$ cat src/rtl/proc_pkg.sv
// proc_pkg: shared constants for the processor control slice.
//   - register file geometry (8 registers, 9-bit data/instruction word)
//   - opcode encodings carried in IR[8:6]
//   - control FSM state encoding
package proc_pkg;

   localparam int NUM_REGS = 8;
   localparam int DATA_W   = 9;

   localparam logic [2:0] OP_MV  = 3'b000;
   localparam logic [2:0] OP_MVI = 3'b001;
   localparam logic [2:0] OP_ADD = 3'b010;
   localparam logic [2:0] OP_SUB = 3'b011;
   localparam logic [2:0] OP_INC = 3'b100;
   localparam logic [2:0] OP_DEC = 3'b101;

   typedef enum logic [1:0] {
      S_IDLE = 2'b00,
      S_T1   = 2'b01,
      S_T2   = 2'b10,
      S_T3   = 2'b11
   } state_t;

endpackage

$ cat src/rtl/dec3to8.sv
// dec3to8: 3-bit binary to 8-bit one-hot decoder.
//   sel     in  3  register index
//   onehot  out 8  bit[sel] set, all others clear
module dec3to8 (
   input  logic [2:0] sel,
   output logic [7:0] onehot
);

   // One-hot decode of the register index.
   always_comb begin
      onehot = 8'b0000_0001 << sel;
   end

endmodule

$ cat src/rtl/proc_control.sv
// proc_control: control FSM for a simple multi-cycle processor.
// Sequences IDLE -> T1 [-> T2 -> T3] per instruction; all outputs are a
// combinational decode of the current state and IR.
//   Clock     in   system clock (rising edge)
//   Reset     in   synchronous active-high reset
//   Run       in   start request, sampled only in IDLE
//   IR        in   instruction {opcode, XXX, YYY}
//   IRin      out  IR register load enable
//   Rin       out  one-hot register write enables
//   Rout      out  one-hot register bus selects
//   Gout      out  G bus select
//   DIn_out   out  DIn bus select
//   ones_out  out  constant-ones bus select
//   Ain       out  A load enable
//   Gin       out  G load enable
//   AddSub    out  ALU op (0 add, 1 subtract)
//   Done      out  instruction-complete pulse
module proc_control
   import proc_pkg::*;
(
   input  logic                Clock,
   input  logic                Reset,
   input  logic                Run,
   input  logic [DATA_W-1:0]   IR,
   output logic                IRin,
   output logic [NUM_REGS-1:0] Rin,
   output logic [NUM_REGS-1:0] Rout,
   output logic                Gout,
   output logic                DIn_out,
   output logic                ones_out,
   output logic                Ain,
   output logic                Gin,
   output logic                AddSub,
   output logic                Done
);

   state_t                state_r;
   state_t                state_next_s;
   logic [2:0]            opcode_s;
   logic [NUM_REGS-1:0]   x_oh_s;
   logic [NUM_REGS-1:0]   y_oh_s;

   assign opcode_s = IR[8:6];

   dec3to8 u_dec_x (
      .sel    (IR[5:3]),
      .onehot (x_oh_s)
   );

   dec3to8 u_dec_y (
      .sel    (IR[2:0]),
      .onehot (y_oh_s)
   );

   // State register; reset abandons any instruction in flight.
   always_ff @(posedge Clock) begin
      if (Reset) begin
         state_r <= S_IDLE;
      end else begin
         state_r <= state_next_s;
      end
   end

   // Next-state and output decode from state and IR.
   always_comb begin
      state_next_s = S_IDLE;
      IRin         = 1'b0;
      Rin          = {NUM_REGS{1'b0}};
      Rout         = {NUM_REGS{1'b0}};
      Gout         = 1'b0;
      DIn_out      = 1'b0;
      ones_out     = 1'b0;
      Ain          = 1'b0;
      Gin          = 1'b0;
      AddSub       = 1'b0;
      Done         = 1'b0;
      case (state_r)
         S_IDLE: begin
            IRin = Run;
            if (Run) begin
               state_next_s = S_T1;
            end else begin
               state_next_s = S_IDLE;
            end
         end
         S_T1: begin
            case (opcode_s)
               OP_MV: begin
                  Rout = y_oh_s;
                  Rin  = x_oh_s;
                  Done = 1'b1;
                  state_next_s = S_IDLE;
               end
               OP_MVI: begin
                  DIn_out = 1'b1;
                  Rin     = x_oh_s;
                  Done    = 1'b1;
                  state_next_s = S_IDLE;
               end
               OP_ADD, OP_SUB, OP_INC, OP_DEC: begin
                  Rout = x_oh_s;
                  Ain  = 1'b1;
                  state_next_s = S_T2;
               end
               default: begin
                  // Reserved opcodes complete immediately as a no-op.
                  Done = 1'b1;
                  state_next_s = S_IDLE;
               end
            endcase
         end
         S_T2: begin
            Gin = 1'b1;
            state_next_s = S_T3;
            case (opcode_s)
               OP_INC: begin
                  ones_out = 1'b1;
               end
               OP_DEC: begin
                  ones_out = 1'b1;
                  AddSub   = 1'b1;
               end
               OP_SUB: begin
                  Rout   = y_oh_s;
                  AddSub = 1'b1;
               end
               default: begin
                  Rout = y_oh_s;
               end
            endcase
         end
         S_T3: begin
            Gout = 1'b1;
            Rin  = x_oh_s;
            Done = 1'b1;
            state_next_s = S_IDLE;
         end
         default: begin
            state_next_s = S_IDLE;
         end
      endcase
   end

endmodule

$ cat config.mk
export PLATFORM = sky130hd
export DESIGN_NAME = proc_control
export DESIGN_NICKNAME = d
export VERILOG_FILES = /design/src/rtl/proc_pkg.sv /design/src/rtl/dec3to8.sv /design/src/rtl/proc_control.sv
export SDC_FILE = /design/constraint.sdc
export NUM_CORES = 1
export LEC_CHECK = 0
export BUFFER_PORTS_ARGS = -buffer_cell sky130_fd_sc_hd__buf_4
export CAP_MARGIN = 0
export CORE_AREA = 2 2 39 41
export CTS_CLUSTER_DIAMETER = 50
export DETAILED_ROUTE_END_ITERATION = 7
export DIE_AREA = 0 0 41 43
export PLACE_DENSITY = 0.75
export SETUP_SLACK_MARGIN = 0.05
export SYNTH_ARGS = -nofsm -noshare
export SYNTH_HDL_FRONTEND = slang
export SYNTH_HIERARCHICAL = 1
export SYNTH_SLANG_ARGS = --single-unit
export TNS_END_PERCENT = 20
$ cat constraint.sdc
create_clock -name Clock -period 2.51 [get_ports Clock]
set_input_delay 0.251 -clock Clock [delete_from_list [all_inputs] [get_ports Clock]]
set_output_delay 0.251 -clock Clock [all_outputs]
set_load 0.1 [all_outputs]
==> results.sh <==
export IMPL_placed_area_sq_um=807
export IMPL_track_usage_pct=18.2
export IMPL_die_area_sq_mm=0.00176
export IMPL_p_leak_nw=0.413
export IMPL_final_core_util_pct=59.9
export IMPL_slew_violations=0
export IMPL_cp_required_ns=2.26
export IMPL_dp_cells=111
export IMPL_final_setup_viol_count=0
export IMPL_max_slew_margin_rel_pct=49.8
export IMPL_area_growth_pct=64.5
export IMPL_drv_cap=0
export IMPL_post_drt_wl_per_cell_um=12.4
export IMPL_worstPathMaxFanout=8
export IMPL_cts_resized_gates=0
export IMPL_vias=588
export IMPL_place_ws_ns=0.467
export IMPL_cts_tree="done"
export IMPL_synth_top_cell_area_share_pct=15.9
export IMPL_arrival_ns=2.00
export IMPL_clockBufferDepth=2
export IMPL_finalClockSkew_ns=0.000457
export IMPL_drt_initial_drc_count=4
export IMPL_clock_sinks=2
export IMPL_start_util_pct=36.4
export IMPL_synth_xor_area_share_pct=1.74
export IMPL_layout_common_cells="buf_4 (35), nor3b_1 (8), nor2b_2 (8), a22o_2 (8), and3b_2 (6)"
export IMPL_fin_crit_sh_pct=89.8
export IMPL_viasPerCell=5.16
export IMPL_drc=0
export IMPL_hold_buffers=0
export IMPL_drive_above_1_share_pct=67.3
export IMPL_worstHoldPathType="in2reg"
export IMPL_core_area_sq_mm=0.00138
export IMPL_fillerInstances=141
export IMPL_ys_ff_latch=2
export IMPL_final_common_cell="buf_4"
export IMPL_mappedNetlistArea_sq_um=504
export IMPL_total_power_uw=210
export IMPL_rsz0062_at_grt="no"
export IMPL_yosysWarnings=6
export IMPL_synth_simple_gate_area_share_pct=50.1
export IMPL_die_h_um=43
export IMPL_htree_levels=1
export IMPL_antenna_found_initial=0
export IMPL_io_pins=36
export IMPL_post_cts_buffers=0
export IMPL_synthMuxAreaShare_pct=1.99
export IMPL_clkTransAtPathRegs_ns=0.03
export IMPL_place_hpwl_um=1140
export IMPL_drt_wl_total_um=1420
export IMPL_layout_cells_non_filler=114
export IMPL_grt_pass1_wl_um=2280
export IMPL_timing_final_ws_setup_ns=0.255
export IMPL_status="finished, final reports clean"
export IMPL_first_global_vias=567
export IMPL_antenna_cells=0
export IMPL_globalRouteOverflowTotal=0
export IMPL_peakVddDrop_v=0.000249
export IMPL_drtPass1Iterations=4
export IMPL_hold_viol_final=0
export IMPL_yosysUniqueCellTypes=21
export IMPL_fin_nets=117
export IMPL_die_x_um=41
export IMPL_port_buffers=35
export IMPL_power_density_mw_per_mm2=253
export IMPL_worstSetupEndpointType="output pin"
export IMPL_grt_max_degree=9
export IMPL_tightestPinTransition_ns=0.750
export IMPL_crit_type="reg2out"
export IMPL_crit_path_start_kind="flop"
export IMPL_cts_root_buffer="clkbuf_4"
export IMPL_synth_area_top_cells="a22o_2 (16%), nor3b_1 (13%), ha_1 (12%)"
export IMPL_synth_compound_area_share_pct=20.6
export IMPL_syn_area_per_cell_sq_um=8.27
export IMPL_synth_top_family_by_area="simple AND/OR/NAND/NOR gates"
export IMPL_ant_nets=0
export IMPL_period_needed_ns=2.25
export IMPL_place_congestion=0.743
export IMPL_yosysSeqAreaShare_pct=7.94
export IMPL_clk_latency_ns=0.22
export IMPL_max_freq_mhz=443
export IMPL_syn_inst=61
export IMPL_synth_top_cell_by_area="a22o_2"
export IMPL_fin_area_sq_um=830
export IMPL_syn_nets=78
export IMPL_rows=14
export IMPL_cts_buffers=3
export IMPL_synthAdderAreaFrac_pct=12.4
logic make-up after synthesis:
group                    after synthesis
flip-flops                             2
adder cells (fa/ha/maj)                5
AND/OR/NAND/NOR                       36
XOR/XNOR                               1
multiplexers                           1
AO/OA/AOI/OAI                         11
buffers and inverters                  5
where the power goes:
part	switching, mW	internal (mW)	leakage [nW]
Combinational	0.0694	0.0356	0.383
Sequential	0.00132	0.0334	0.0164
Clock	0.0177	0.0527	0.0138
area by class of cell:
type                       instances  area, sq um  area share [%]
sequential                         2         40.0            4.83
timing repair buffer              35          263            31.7
tap                               16         20.0            2.41
multi-input combinational         54          469            56.6
inverter                           4         15.0            1.81
clock buffer                       3         22.5            2.71
Yosys cell counts (all sizes together):
cell type / instances
a21oi: 1
a22o: 8
and2: 3
and3: 4
and3b: 6
buf: 1
dfxtp: 2
ha: 5
inv: 4
mux2i: 1
nand2: 1
nand3: 1
nor2: 2
nor2b: 8
nor3: 2
nor3b: 9
o21bai: 1
o221a: 1
xor2: 1
final timing paths:
kind                              endpoint  slack (ns)  cells after the start       start
worst max-delay path                Rin[6]        0.26                      6        flop
worst min-delay path            state_r[0]        0.19                      2       Reset
worst max register to register  state_r[0]        1.41                      4  state_r[0]
worst min register to register        flop        0.49                      2        flop
critical path: stages, from the launching register on:
cell,delay (ns)
dfxtp_1,0.36
inv_1,0.09
ha_1,0.24
nor3b_1,0.17
nor2_1,0.58
nor2b_2,0.09
buf_4,0.26
through the flow:
stage,setup TNS [ns],hold WS (ns)
after floorplan,-1.68,0.320
after global placement,0,0.419
after detailed placement,0,0.420
after CTS,0,0.186
after global routing,0,0.193
final,0,0.194
per-layer routing:
metal  vias to the layer above  routed length (um)  track usage, %  share of wire, %
met5                         -                   0               0                 0
met3                         0                  94           0.524               6.6
met1                       270                 607            21.8                43
met2                        19                 714            31.3                50
met4                         0                   0            8.00                 0
li1                        299                   -               -                 -
(Power assumes the default switching activity.)
